==> config.mk <==
export PLATFORM = sky130hd
export DESIGN_NAME = airlock_scheduler_flat
export DESIGN_NICKNAME = d
export VERILOG_FILES = /design/src/rtl/airlock_pkg.sv /design/src/rtl/airlock_if.sv /design/src/rtl/airlock_tick_timer.sv /design/src/rtl/airlock_scheduler.sv /design/src/flat_wrapper.sv
export SDC_FILE = /design/constraint.sdc
export NUM_CORES = 1
export LEC_CHECK = 0
export ABC_AREA = 1
export CORE_MARGIN = 10
export CORE_UTILIZATION = 54
export CTS_BUF_LIST = sky130_fd_sc_hd__clkbuf_4
export CTS_CLUSTER_SIZE = 12
export DETAILED_ROUTE_END_ITERATION = 8
export PLACE_DENSITY = 0.85
export SYNTH_ARGS = -nofsm -noshare
export SYNTH_HDL_FRONTEND = slang
export SYNTH_HIERARCHICAL = 1
export SYNTH_SLANG_ARGS = --single-unit
==> constraint.sdc <==
create_clock -name clock -period 6.4 [get_ports clock]
set_input_delay 0.96 -clock clock [delete_from_list [all_inputs] [get_ports clock]]
set_output_delay 0.96 -clock clock [all_outputs]
set_load 0.1 [all_outputs]
==> src/rtl/airlock_pkg.sv <==
// airlock_pkg: shared encodings for the airlock controller.
//   state_e  - controller states
//   dir_e    - direction of the trip being served (0 = leave, 1 = arrive)
//   SEG_*    - active-low 7-segment codes, bit order {g,f,e,d,c,b,a}
package airlock_pkg;
  typedef enum logic [2:0] {
    IDLE, IN_OPEN_WAIT, IN_CLOSE_WAIT, EVAC, OUT_OPEN_WAIT, OUT_CLOSE_WAIT, PRESS, FAULT
  } state_e;
  typedef enum logic {DIR_LEAVE = 1'b0, DIR_ARRIVE = 1'b1} dir_e;
  localparam logic [6:0] SEG_E = 7'b0000110;
  localparam logic [6:0] SEG_P = 7'b0001100;
  localparam logic [6:0] SEG_F = 7'b0001110;
  localparam logic [6:0] SEG_L = 7'b1000111;
  localparam logic [6:0] SEG_BLANK = 7'b1111111;
endpackage

==> src/rtl/airlock_if.sv <==
// airlock_if: request, sensor and actuator bundle of the airlock controller.
//   master: drives arrive_req, leave_req, tick, inner_open, outer_open
//   slave : drives grant_arrive, grant_leave, inner_unlock, outer_unlock,
//           evac_cmd, press_cmd, alarm, display[6:0]
interface airlock_if;
  logic arrive_req, leave_req, tick, inner_open, outer_open;
  logic grant_arrive, grant_leave, inner_unlock, outer_unlock, evac_cmd, press_cmd, alarm;
  logic [6:0] display;
  modport master (
    output arrive_req, leave_req, tick, inner_open, outer_open,
    input grant_arrive, grant_leave, inner_unlock, outer_unlock, evac_cmd, press_cmd, alarm, display
  );
  modport slave (
    input arrive_req, leave_req, tick, inner_open, outer_open,
    output grant_arrive, grant_leave, inner_unlock, outer_unlock, evac_cmd, press_cmd, alarm, display
  );
endinterface

==> src/rtl/airlock_tick_timer.sv <==
// airlock_tick_timer: counts tick pulses while enabled; done marks the tick
// that completes 'limit' counted ticks.
//   clock, rst (async, active-low), clear (sync, wins over counting),
//   enable, tick, limit[CW-1:0] -> done
module airlock_tick_timer #(
  parameter int CW = 3
) (
  input  logic          clock,
  input  logic          rst,
  input  logic          clear,
  input  logic          enable,
  input  logic          tick,
  input  logic [CW-1:0] limit,
  output logic          done
);
  logic [CW-1:0] count;
  always_ff @(posedge clock or negedge rst)
    if (!rst) count <= '0;
    else if (clear) count <= '0;
    else if (enable && tick) count <= count + 1'b1;
  assign done = enable && tick && count == limit - 1'b1;
endmodule

==> src/rtl/airlock_scheduler.sv <==
// airlock_scheduler: arbitrates arrival/departure requests for one airlock,
// sequences the doors, times evacuate/pressurize and drives the status display.
//   clock, rst (async, active-low)
//   bus (airlock_if.slave): requests, tick and door sensors in;
//                           grants, unlocks, pump/valve commands, alarm, display out
// Optional: define AIRLOCK_TIMEOUT_EN to abort a trip whose door stays closed
// for TIMEOUT_TICKS ticks in an open-wait state.
module airlock_scheduler import airlock_pkg::*; #(
  parameter int EVAC_TICKS = 2,
  parameter int PRESS_TICKS = 4,
  parameter int TIMEOUT_TICKS = 6,
  parameter int CW = 3
) (
  input logic clock,
  input logic rst,
  airlock_if.slave bus
);
  state_e state, nextState;
  dir_e dir, nextDir, lastServed, nextLastServed;
  logic skipInner, nextSkip;
  logic innerUnlock, outerUnlock, faultNow, pickLeave, timerEn, timerDone;
  logic [CW-1:0] limit;
  assign innerUnlock = state inside {IN_OPEN_WAIT, IN_CLOSE_WAIT};
  assign outerUnlock = state inside {OUT_OPEN_WAIT, OUT_CLOSE_WAIT};
  assign faultNow = (bus.inner_open && bus.outer_open) || (bus.inner_open && !innerUnlock)
                 || (bus.outer_open && !outerUnlock);
  // On a tie the side not served last time wins.
  assign pickLeave = bus.leave_req && (!bus.arrive_req || lastServed == DIR_ARRIVE);
  assign limit = state == EVAC ? CW'(EVAC_TICKS) : state == PRESS ? CW'(PRESS_TICKS) : CW'(TIMEOUT_TICKS);
`ifdef AIRLOCK_TIMEOUT_EN
  assign timerEn = state inside {EVAC, PRESS, IN_OPEN_WAIT, OUT_OPEN_WAIT};
`else
  assign timerEn = state inside {EVAC, PRESS};
`endif
  airlock_tick_timer #(.CW(CW)) timer (
    .clock(clock), .rst(rst), .clear(nextState != state), .enable(timerEn),
    .tick(bus.tick), .limit(limit), .done(timerDone)
  );
  // In the open-wait states timerDone can only be a timeout; without the
  // timeout build the timer is disabled there and it stays low.
  always_comb begin
    nextState = state;
    nextDir = dir;
    nextLastServed = lastServed;
    nextSkip = skipInner;
    case (state)
      IDLE: begin
        nextSkip = 1'b0;
        if (bus.arrive_req || bus.leave_req) begin
          nextDir = pickLeave ? DIR_LEAVE : DIR_ARRIVE;
          nextLastServed = nextDir;
          nextState = pickLeave ? IN_OPEN_WAIT : EVAC;
        end
      end
      IN_OPEN_WAIT: nextState = bus.inner_open ? IN_CLOSE_WAIT : timerDone ? IDLE : IN_OPEN_WAIT;
      IN_CLOSE_WAIT: nextState = bus.inner_open ? IN_CLOSE_WAIT : dir == DIR_LEAVE ? EVAC : IDLE;
      EVAC: nextState = timerDone ? OUT_OPEN_WAIT : EVAC;
      OUT_OPEN_WAIT: begin
        // Timed out with the chamber evacuated: repressurize, then skip the inner door.
        nextState = bus.outer_open ? OUT_CLOSE_WAIT : timerDone ? PRESS : OUT_OPEN_WAIT;
        nextSkip = !bus.outer_open && timerDone;
      end
      OUT_CLOSE_WAIT: nextState = bus.outer_open ? OUT_CLOSE_WAIT : PRESS;
      PRESS: nextState = !timerDone ? PRESS : (dir == DIR_LEAVE || skipInner) ? IDLE : IN_OPEN_WAIT;
      default: nextState = FAULT;
    endcase
    if (faultNow) nextState = FAULT;
  end
  always_ff @(posedge clock or negedge rst)
    if (!rst) begin
      state <= IDLE;
      dir <= DIR_LEAVE;
      lastServed <= DIR_ARRIVE;
      skipInner <= 1'b0;
    end else begin
      state <= nextState;
      dir <= nextDir;
      lastServed <= nextLastServed;
      skipInner <= nextSkip;
    end
  assign bus.grant_leave = state != IDLE && state != FAULT && dir == DIR_LEAVE;
  assign bus.grant_arrive = state != IDLE && state != FAULT && dir == DIR_ARRIVE;
  assign bus.inner_unlock = innerUnlock;
  assign bus.outer_unlock = outerUnlock;
  assign bus.evac_cmd = state == EVAC;
  assign bus.press_cmd = state == PRESS;
  assign bus.alarm = state == FAULT;
  assign bus.display = state == EVAC ? SEG_E : state == PRESS ? SEG_P : state == FAULT ? SEG_F
                     : (state == IN_OPEN_WAIT && dir == DIR_LEAVE) ? SEG_L : SEG_BLANK;
endmodule

==> src/flat_wrapper.sv <==
// flat-port wrapper written by rule: the top's interface ports become plain ports
module airlock_scheduler_flat import airlock_pkg::*;
#(
  parameter int EVAC_TICKS = 2,
  parameter int PRESS_TICKS = 4,
  parameter int TIMEOUT_TICKS = 6,
  parameter int CW = 3
)
  (clock, rst, bus_arrive_req, bus_leave_req, bus_tick, bus_inner_open, bus_outer_open, bus_grant_arrive, bus_grant_leave, bus_inner_unlock, bus_outer_unlock, bus_evac_cmd, bus_press_cmd, bus_alarm, bus_display);
  airlock_if bus_i ();
  input logic clock;
  input logic rst;
  input wire logic [$bits(bus_i.arrive_req)-1:0] bus_arrive_req;
  input wire logic [$bits(bus_i.leave_req)-1:0] bus_leave_req;
  input wire logic [$bits(bus_i.tick)-1:0] bus_tick;
  input wire logic [$bits(bus_i.inner_open)-1:0] bus_inner_open;
  input wire logic [$bits(bus_i.outer_open)-1:0] bus_outer_open;
  output wire logic [$bits(bus_i.grant_arrive)-1:0] bus_grant_arrive;
  output wire logic [$bits(bus_i.grant_leave)-1:0] bus_grant_leave;
  output wire logic [$bits(bus_i.inner_unlock)-1:0] bus_inner_unlock;
  output wire logic [$bits(bus_i.outer_unlock)-1:0] bus_outer_unlock;
  output wire logic [$bits(bus_i.evac_cmd)-1:0] bus_evac_cmd;
  output wire logic [$bits(bus_i.press_cmd)-1:0] bus_press_cmd;
  output wire logic [$bits(bus_i.alarm)-1:0] bus_alarm;
  output wire logic [$bits(bus_i.display)-1:0] bus_display;
  assign bus_i.arrive_req = bus_arrive_req;
  assign bus_i.leave_req = bus_leave_req;
  assign bus_i.tick = bus_tick;
  assign bus_i.inner_open = bus_inner_open;
  assign bus_i.outer_open = bus_outer_open;
  assign bus_grant_arrive = bus_i.grant_arrive;
  assign bus_grant_leave = bus_i.grant_leave;
  assign bus_inner_unlock = bus_i.inner_unlock;
  assign bus_outer_unlock = bus_i.outer_unlock;
  assign bus_evac_cmd = bus_i.evac_cmd;
  assign bus_press_cmd = bus_i.press_cmd;
  assign bus_alarm = bus_i.alarm;
  assign bus_display = bus_i.display;
  airlock_scheduler #(.EVAC_TICKS(EVAC_TICKS), .PRESS_TICKS(PRESS_TICKS), .TIMEOUT_TICKS(TIMEOUT_TICKS), .CW(CW)) u_core (.clock(clock), .rst(rst), .bus(bus_i));
endmodule
-- After elaboration in Yosys (flattened, before gate mapping)
Cells that the tools add are included.
- bits in registers: 9
- input port bits: 7
- output and inout port bits: 14
- logic and storage cells: 70
- add/sub/neg operators: 2
- eq/ne operators: 10
- multiplexer cells: 24
- bitwise operators: 1
- reduce and logical (&&, ||, !) cells: 28
- operator list (cell ; count):
    2-to-1 mux 3 bit ; 10
    2-to-1 mux 7 bit ; 3
    case mux 3 bit (7 select lines) ; 1
    equality test 3 bit, second input constant ; 4
    logical AND 1 bit ; 11
    2-to-1 mux 2 bit ; 5
    nonzero test 2 bit ; 5
    equality test 3 x 2 -> 1 bit, second input constant ; 2
    2-to-1 mux 6 bit ; 1
    logical OR 1 bit ; 5
    logical NOT 1 bit ; 4
    adder 3 x 1 -> 3 bit, second input constant ; 1
    equality test 3 x 1 -> 1 bit, second input constant ; 1
    equality test 3 bit ; 1
    logical NOT 3 bit ; 1
    2-to-1 mux 1 bit ; 3
    != test 3 bit ; 1
    != test 3 bit, second input constant ; 1
    nonzero test 3 bit ; 1
    subtractor 3 x 1 -> 3 bit, second input constant ; 1
    case mux 1 bit (2 select lines) ; 1
    AND reduction 2 bit ; 1
    inverter 1 bit ; 1

-- Depth between registers and ports, before layout
Gate-level depths: netlist of run 1.
- depth after elaboration: 12
- gate-level depth with buffers: 25
- mapped depth without buffers: 24

-- Modules after synthesis
Netlist of run 1, hierarchy kept.
- by module, submodules not included (module ; instances ; cells an instance ; area an instance (µm²) ; seq. area each (µm²)):
    airlock_scheduler ; 1 ; 106 ; 659.4 ; 151.4
    airlock_tick_timer ; 1 ; 38 ; 239.0 ; 75.1

-- Worst setup path before layout of run 1
No wires, ideal clock.
- path type: reg-to-output
- start point: register u_core.state[0]
- end point: output bus_display[5]
- arrival time: 3.957 ns
- slack: 1.483 ns
- cell stages (with the launch flop): 8
- buffers on the path: 2
- cells stage by stage: dfrtp_1 -> buf_4 -> nand2_1 -> nor2_1 -> inv_1 -> nand2_1 -> nor3_1 -> buf_4
- RTL lines (item ; RTL line ; text):
    start, declared ; airlock_scheduler.sv:18 ; state_e state, nextState;
    start signal, assigned ; airlock_scheduler.sv:76 ; state <= nextState;
    equality test 3 x 2 -> 1 bit ; n/a ;
    named net bus_evac_cmd ; flat_wrapper.sv:22 ; output wire logic [$bits(bus_i.evac_cmd)-1:0] bus_evac_cmd;
    2-to-1 mux 7 bit ; airlock_scheduler.sv:88 ; assign bus.display = state == EVAC ? SEG_E : state == PRESS ? SEG_P : state == FAULT ? SEG_F
    end, declared ; flat_wrapper.sv:25 ; output wire logic [$bits(bus_i.display)-1:0] bus_display;
The timed path passes the listed nets, and every way through them passes these cells.

-- Final worst setup path of run 1
- start point: register u_core.state[0]
- end point: output bus_display[4]
- cells in the longest elaborated chain, start to end: 6
- RTL lines (item ; RTL line ; text):
    equality test 3 x 1 -> 1 bit ; airlock_scheduler.sv:89 ; : (state == IN_OPEN_WAIT && dir == DIR_LEAVE) ? SEG_L : SEG_BLANK;
    logical AND 1 bit ; airlock_scheduler.sv:89 ;
    2-to-1 mux 6 bit ; airlock_scheduler.sv:89 ;
    2-to-1 mux 7 bit (2 in a row) ; airlock_scheduler.sv:88 ;
    2-to-1 mux 7 bit (*) ; airlock_scheduler.sv:88 ;
Mark *: on every way between the ends. The rest lies on a longest branch, timed or not.

==> metrics.md, run 1 <==
| Metric | Value |
|---|---|
| Hold/Removal Path Class | reg2reg |
| Wire length of the first global-routing pass | 3.44 mm |
| Slew at the pin with the worst max-slew slack | 976 ps |
| Cell-by-cell listing of the critical path | nand2_1, nor2_1, inv_1, nand2_1, nor3_1, clkdlybuf4s50_1 |
| Count of port buffers added during placement | 19 |
| Final core occ | 69.5% |
| Setup Crit Path Kind | reg2out |
| Leading cell types in the layout, fill and taps excluded | sky130_fd_sc_hd__nand2_1 (42), sky130_fd_sc_hd__clkdlybuf4s50_1 (19), sky130_fd_sc_hd__inv_1 (18), sky130_fd_sc_hd__nand3_1 (15), sky130_fd_sc_hd__nor2_1 (15) |
| Final wirelength | just over 2 mm |
| CTS buffer count | 3 |
| Number of cells on the worst reg-to-reg path | 20 |
| Worst reg2reg setup slack | 3630 ps |
| Number of global-route vias before repair | 859 |
| Clock latency reported for the late side of the worst-skew pair | 260 ps |
| Destination of the worst register-to-register timing path | u_core/timer/count[0] |
| Total of flip-flops plus latches after synthesis | 9 |
| Worst vdd rail ir drop | roughly 0.16 mV |
| Final Hold Fails | 0 |
| Clock tree from TritonCTS | built |
| Setup repair after global routing missed its margin | no |
| CP arrival | 2640 ps |
| Gpl congestion | 1.00 |
| Via count of the routed design | 900 |
| Worst path required time | 5440 ps |
| Distinct cell type count after synthesis | 22 |
| Tmin final | 3600 ps |
| GRT Total Usage | 11.6% |
| Post-place setup slack | just over 3000 ps |
| Post-synthesis instance total | 144 |
| Start point of the critical path | u_core/state[0] |
| Reg-to-reg critical path startpoint | u_core/state[0] |
| Post-CTS Hold Fix Bufs | 0 |
| Average cell area after synthesis | 6.24 um^2 |
| Die Height | 60.8 um |
| Top-Level Pins | 21 |
| Clock transition time at the flip-flop clock pins of the worst setup and hold paths | roughly 60 ps |
| Postcts setup bufs | 0 |
| Fraction of final layout cells with drive strength greater than 1 | 15.0% |
| Number of buffers on the longest clock path | 2 |
| Top cell type's share of synthesized area | 22.3% |
| Half-perimeter wire length after detailed placement | ~1.8 mm |
| Layout area overhead | 19.2% |
| Most frequent CP cell | sky130_fd_sc_hd__nand2_1 |
| Total Negative Setup Slacks | 0 ps |
| Worst-path fanout max | 10 |
| Leakage power | around 0.00053 uW |
| Final Net Count | 170 |
| Worst path slowest cell | sky130_fd_sc_hd__clkdlybuf4s50_1 |
| Sequential fraction of the synthesis area | 25.2% |
| Area inside the core boundary | approximately 0.0015 mm^2 |
| Root Buffer Master | sky130_fd_sc_hd__clkbuf_4 |
| Power density of the placed cells | 116 mW/mm^2 |
| Setup crit start kind | flip-flop |
| Worst clock skew | 6.76 ps |
| Final period util | between 50% and 60% |
| Number of cells on the worst hold path | 2 |
| Most common cell after layout, fill and taps aside | sky130_fd_sc_hd__nand2_1 |
| Top post-synthesis cells by area | sky130_fd_sc_hd__dfrtp_1 (22%), sky130_fd_sc_hd__nand2_1 (18%), sky130_fd_sc_hd__nand3_1 (8.4%), sky130_fd_sc_hd__inv_1 (7.5%), sky130_fd_sc_hd__nor2_1 (6.3%) |
| Min setup slack post-route | between 2000 and 3000 ps |
| Headroom to the max-slew limit | 34.8% |
| Horizontal die dimension | 60.8 um |
| Hold path endpoint | u_core/lastServed |
| DRC violation count after routing | 0 |
| Final setup vio count | 0 |
| Final-layout fill cell count | 134 |
| Antenna diode count | 0 |
| Count of instances resized after the clock tree is built | 0 |
| Number of rows in the core area | 14 |
| Number of antenna violations at the first check in global routing | 0 |
| DR pass1 iterations | 4 |
| Routed wirelength normalized by instance count | roughly 12 um |
| H-tree Lvls | 1 |
| Max Transition Viols Final | 0 |
| Cell accounting for the most synthesized area | sky130_fd_sc_hd__dfrtp_1 |
| Hold path startpoint | u_core/lastServed |
| DIE AREA | about 0.0037 mm^2 |
| Number of maximum-capacitance violations | 0 |
| Count of buffer and inverter cells on the critical path | 2 |
| Number of clock sinks seen by CTS | 9 |
| Outcome | finished, final reports clean |
| Global route total overflow | 0 |
| Via density | around 5 |
| Antenna viol nets, final | 0 |
| Largest net degree at the start of global routing | 15 |
| Number of warnings reported in the yosys synthesis log | 6 |
| Netlist area before placement | 898 um^2 |
| Number of DRC violations after detailed-routing iteration 0 | 24 |
| Worst setup EP type | output port |
| Max Clock Freq | 278 MHz |
| Starting density of the core | 58.3% |
| Largest stage delay on the critical path | 1180 ps |
| Kind of cell adding the most delay to the critical path | buffers and inverters |
[Yosys cell counts]
master	n
sky130_fd_sc_hd__nand2_4	1
sky130_fd_sc_hd__dfrtp_1	8
sky130_fd_sc_hd__dfstp_2	1
sky130_fd_sc_hd__nor2_2	5
sky130_fd_sc_hd__o21ai_0	3
sky130_fd_sc_hd__o21ai_1	2
sky130_fd_sc_hd__inv_2	3
sky130_fd_sc_hd__buf_6	3
sky130_fd_sc_hd__nor3_1	2
sky130_fd_sc_hd__nor2_4	1
sky130_fd_sc_hd__conb_1	2
sky130_fd_sc_hd__a21oi_1	3
sky130_fd_sc_hd__buf_4	5
sky130_fd_sc_hd__nand3_2	4
sky130_fd_sc_hd__ha_1	2
sky130_fd_sc_hd__nand4_1	4
sky130_fd_sc_hd__nand2_1	42
sky130_fd_sc_hd__nand2_2	4
sky130_fd_sc_hd__inv_4	1
sky130_fd_sc_hd__nand3_1	15
sky130_fd_sc_hd__inv_1	18
sky130_fd_sc_hd__nor2_1	15
[logic make-up (layout without fill, tap and decap cells)]
group / after synthesis / after routing / synth area share, %
AOI/OAI and AO/OA: 8 / 8 / 4.46
buffers and inverters: 30 / 45 / 17.4
DFF: 9 / 9 / 25.2
and+or+nand+nor: 93 / 93 / 49.3
adders and majority gates: 2 / 2 / 2.79
other: 2 / 3 / 0.836
[state kept, by name, summed over array words and instances, names as in the netlist]
register and count:
u_core/dir 1, u_core/state 3, u_core/skipInner 1, u_core/timer/count 3, u_core/lastServed 1
[where the power goes]
part	internal (uW)	switching [uW]	leakage [uW]	total, uW
sequential	58.9	1.67	0.0000992	60.6
clock	28.2	19.2	0.0000184	47.4
combinational	5.89	9.91	0.000409	15.8
[tightest hold or removal path, cell delays in order (launching register included)]
cell and delay, ps:
sky130_fd_sc_hd__dfstp_2 370, sky130_fd_sc_hd__nand2_1 50, sky130_fd_sc_hd__nand2_1 40
[routing by layer]
metal  vias to the layer above  track usage [%]  routed length (um)
li1                        477                -                   -
met1                       390             12.2                 776
met2                        33             21.4                1080
met3                         0             4.18                 207
met4                         0             2.51                   0
met5                         -                0                   0
[through the flow]
step                      instances  area, um^2  total power [uW]  hold WS (ps)
final                           176        1070               124           463
after global routing            176        1070               131           500
after CTS                       176        1070               126           467
after detailed placement        172        1040              77.4           459
after global placement          172        1040              76.9           456
after floorplan                 145         902              70.5           443
[cell type report]
cell class | instances | area (um^2) | area share (%)
well taps | 16 | 20.0 | 1.87
repair buffers | 19 | 190 | 17.8
multi-input cells | 106 | 519 | 48.5
inverters | 22 | 85.1 | 7.94
flip-flops and latches | 9 | 226 | 21.1
clock buffers | 4 | 30.0 | 2.80
[worst max-delay path by stage]
stage	end	depth (start not counted)
after CTS	bus_display[5]	6
after global placement	bus_display[4]	7
final	bus_display[4]	6
after global routing	bus_display[5]	6
after floorplan	bus_display[5]	7
after detailed placement	bus_display[5]	6
Power figures use the tool's default switching activity.
==> inputs of run 2 (changes only) <==
--- a/config.mk
+++ b/config.mk
@@ -7,11 +7,11 @@
 export LEC_CHECK = 0
 export ABC_AREA = 1
 export CORE_MARGIN = 10
-export CORE_UTILIZATION = 54
+export CORE_UTILIZATION = 51
 export CTS_BUF_LIST = sky130_fd_sc_hd__clkbuf_4
 export CTS_CLUSTER_SIZE = 12
 export DETAILED_ROUTE_END_ITERATION = 8
-export PLACE_DENSITY = 0.85
+export PLACE_DENSITY = 0.81
 export SYNTH_ARGS = -nofsm -noshare
 export SYNTH_HDL_FRONTEND = slang
 export SYNTH_HIERARCHICAL = 1
==> constraint.sdc (replaced) <==
create_clock -name clock -period 3.4 [get_ports clock]
set_input_delay 0.51 -clock clock [delete_from_list [all_inputs] [get_ports clock]]
set_output_delay 0.51 -clock clock [all_outputs]
set_load 0.1 [all_outputs]
==> run 2 against run 1 <==
Effect of this change:
- critical path type is now reg2reg
- combinational power increased by 82%
- global-route usage grew 1.2 points
- via count shrank 0.11%
- non-clock buffer count did not move
- clock power grew 89%
- sequential share of layout area increased by 0.38 points
- final area is 1.8% lower
- sequential power up 88%
- clock skew shrank 4.3 ps
==> metrics.md, run 2 (synthesis gave the netlist of run 1 again) <==
| Metric | Value |
|---|---|
| Hold path endpoint | u_core/lastServed (unchanged) |
| Regs by FF count | u_core/state: 3 flops, u_core/timer/count: 3 flops (unchanged) |
| Outcome | finished, final reports clean (unchanged) |
| Number of clock sinks seen by CTS | 9 (unchanged) |
| Count of instances resized after the clock tree is built | 0 (unchanged) |
| Number of cells on the worst reg-to-reg path | 20 (unchanged) |
| Top-Level Pins | 21 (unchanged) |
| Placed cell area | 0.00102 mm^2 (was 0.00104 mm^2) |
| Worst vdd rail ir drop | 0.113 mV (was 0.158 mV) |
| Final Hold Fails | 0 (unchanged) |
| Setup Crit Path Kind | reg2reg (was reg2out) |
| Routed wirelength normalized by instance count | 11.9 um (was 11.8 um) |
| Wire length of the first global-routing pass | 3.77 mm (was 3.44 mm) |
| Post-layout instance count excluding filler cells | 177 (was 176) |
| Half-perimeter wire length after detailed placement | 1.77 mm (was 1.78 mm) |
| Most frequent CP cell | sky130_fd_sc_hd__nand2_1 (unchanged) |
| Leading cell types in the layout, fill and taps excluded | sky130_fd_sc_hd__nand2_1 (42), sky130_fd_sc_hd__inv_1 (18), sky130_fd_sc_hd__nand3_1 (15), sky130_fd_sc_hd__buf_4 (13), sky130_fd_sc_hd__nor2_1 (12) (was sky130_fd_sc_hd__nand2_1 (42), sky130_fd_sc_hd__clkdlybuf4s50_1 (19), sky130_fd_sc_hd__inv_1 (18), sky130_fd_sc_hd__nand3_1 (15), sky130_fd_sc_hd__nor2_1 (15)) |
| Tmin final | 2850 ps |
| Gpl congestion | 0.926 (was 1.00) |
| Worst clock skew | 2.50 ps (was 6.76 ps) |
| Antenna viol nets, final | 0 (unchanged) |
| Power density of the placed cells | 221 mW/mm^2 (was 116 mW/mm^2) |
| Count of port buffers added during placement | 19 (unchanged) |
| Number of global-route vias before repair | 910 (was 859) |
| Count of buffer and inverter cells on the critical path | 3 (was 2) |
| Tightest hold margin | 466 ps (was 463 ps) |
| Worst setup EP type | flip-flop (was output port) |
| Setup crit start kind | flip-flop (unchanged) |
| CP arrival | 3030 ps (was 2640 ps) |
| Cell count after placement | 173 (was 172) |
| Worst reg2reg setup slack | 550 ps (was 3630 ps) |
| Worst path required time | 3590 ps (was 5440 ps) |
| Antenna diode count | 0 (unchanged) |
| Leakage power | 0.000547 uW (was 0.000527 uW) |
| GRT Total Usage | 12.8% (was 11.6%) |
| Cell-by-cell listing of the critical path | nand2_1, nor2_2, inv_1, nand2_1, nand2_2, nor2_2, nand3_1, nor2_1, inv_1, nor2_1, nand3_1, nand2_1, nor2_1, nand3_2, nand2_1, nand2_1, nand3_2, inv_1, o21ai_1, a21oi_1 (was nand2_1, nor2_1, inv_1, nand2_1, nor3_1, clkdlybuf4s50_1) |
| Most common cell after layout, fill and taps aside | sky130_fd_sc_hd__nand2_1 (unchanged) |
| Worst path slowest cell | sky130_fd_sc_hd__dfrtp_1 (was sky130_fd_sc_hd__clkdlybuf4s50_1) |
| Worst-path fanout max | 10 (unchanged) |
| Clock transition time at the flip-flop clock pins of the worst setup and hold paths | 60 ps (about the same) |
| Reg-to-reg critical path startpoint | u_core/state[0] (unchanged) |
| Die Height | 62.0 um (was 60.8 um) |
| Total Negative Setup Slacks | 0 ps (unchanged) |
| Max Clock Freq | ~350 MHz |
| Clock latency reported for the late side of the worst-skew pair | 250 ps (was 260 ps) |
| Number of rows in the core area | 15 (was 14) |
| Post-layout instance area | 0.00105 mm^2 (was 0.00107 mm^2) |
| Final period util | 83.7% |
| Final-layout fill cell count | 162 (was 134) |
| Number of maximum-capacitance violations | 0 (unchanged) |
| DRC violation count after routing | 0 (unchanged) |
| Layout area overhead | 17.1% (was 19.2%) |
| Number of antenna violations at the first check in global routing | 0 (unchanged) |
| Destination of the worst register-to-register timing path | u_core/timer/count[0] (unchanged) |
| Area used by multi-input combinational logic | 532 um^2 (was 519 um^2) |
| Number of cells on the worst hold path | 2 (unchanged) |
| Starting density of the core | 53.2% (was 58.3%) |
| Via density | 5.08 (was 5.11) |
| Final wirelength | 2.11 mm (was 2.07 mm) |
| Setup repair after global routing missed its margin | no (unchanged) |
| DIE AREA | 0.00384 mm^2 (was 0.00369 mm^2) |
| Postcts setup bufs | 0 (unchanged) |
| Number of DRC violations after detailed-routing iteration 0 | 48 (was 24) |
| Horizontal die dimension | 62.0 um (was 60.8 um) |
| Flip-flop and latch area | 226 um^2 (unchanged) |
| Fraction of final layout cells with drive strength greater than 1 | 25.6% (was 15.0%) |
| CTS buffer count | 3 (unchanged) |
| Root Buffer Master | sky130_fd_sc_hd__clkbuf_4 (unchanged) |
| Kind of cell adding the most delay to the critical path | simple AND/OR/NAND/NOR gates (was buffers and inverters) |
| Global route total overflow | 0 (unchanged) |
| Final setup vio count | 0 (unchanged) |
| Hold/Removal Path Class | reg2reg (unchanged) |
| Number of buffers on the longest clock path | 2 (unchanged) |
| Hold path startpoint | u_core/lastServed (unchanged) |
| Area inside the core boundary | 0.00169 mm^2 (was 0.00154 mm^2) |
| Post-CTS Hold Fix Bufs | 0 (unchanged) |
| Via count of the routed design | 899 (was 900) |
| Clock tree from TritonCTS | built (unchanged) |
| Max Transition Viols Final | 0 (unchanged) |
| Largest net degree at the start of global routing | 15 (unchanged) |
| H-tree Lvls | 1 (unchanged) |
| Final core occ | 62.3% (was 69.5%) |
| Largest stage delay on the critical path | 580 ps (was 1180 ps) |
| DR pass1 iterations | 4 (unchanged) |
| Final Net Count | 170 (unchanged) |
## run 2: how the worst max path moves through the flow
stage                         start                     to  cells after the start
detailed placement  u_core/state[0]  u_core/timer/count[0]                     20
finish              u_core/state[0]  u_core/timer/count[0]                     20
CTS                 u_core/state[0]  u_core/timer/count[0]                     20
global placement    u_core/state[0]  u_core/timer/count[0]                     20
global route        u_core/state[0]  u_core/timer/count[2]                     20
floorplan           u_core/state[0]         bus_display[5]                      7
## run 2: worst reg2reg max path, stage by stage, from the launching register on
cell                      delay (ps)
sky130_fd_sc_hd__dfrtp_1         580
sky130_fd_sc_hd__nand2_1         210
sky130_fd_sc_hd__nor2_2          180
sky130_fd_sc_hd__inv_1            90
sky130_fd_sc_hd__nand2_1         180
sky130_fd_sc_hd__nand2_2         130
sky130_fd_sc_hd__nor2_2          110
sky130_fd_sc_hd__nand3_1          80
sky130_fd_sc_hd__nor2_1          220
sky130_fd_sc_hd__inv_1           120
sky130_fd_sc_hd__nor2_1          100
sky130_fd_sc_hd__nand3_1         100
sky130_fd_sc_hd__nand2_1          90
sky130_fd_sc_hd__nor2_1           50
sky130_fd_sc_hd__nand3_2          80
sky130_fd_sc_hd__nand2_1          50
sky130_fd_sc_hd__nand2_1          80
sky130_fd_sc_hd__nand3_2          90
sky130_fd_sc_hd__inv_1            80
sky130_fd_sc_hd__o21ai_1          70
sky130_fd_sc_hd__a21oi_1         100
## run 2: area by class of cell
class,instances,share of cell area (%)
clock buffer,4,2.85
timing repair buffer,19,15.0
tap,17,2.02
multi-input combinational,106,50.5
sequential,9,21.5
inverter,22,8.09
## run 2: report_power, final
| group | internal, uW | switching, uW | leakage (uW) |
|---|---|---|---|
| sequential | 111 | 3.10 | 0.0000992 |
| clock | 53.1 | 36.3 | 0.0000184 |
| combinational | 10.9 | 17.9 | 0.000429 |
## run 2: layer usage
| metal | part of all wire [%] | global-route usage (%) |
|---|---|---|
| met4 | 1.2 | 5.73 |
| met5 | 0 | 0 |
| met3 | 5.2 | 2.24 |
| met2 | 53 | 24.3 |
| met1 | 41 | 13.3 |
## run 2: per-stage QoR
stage	worst slack [ps]	power (uW)
after floorplan	36.9	133
after global placement	680	144
after detailed placement	595	145
after CTS	573	237
after global routing	280	245
final	554	232
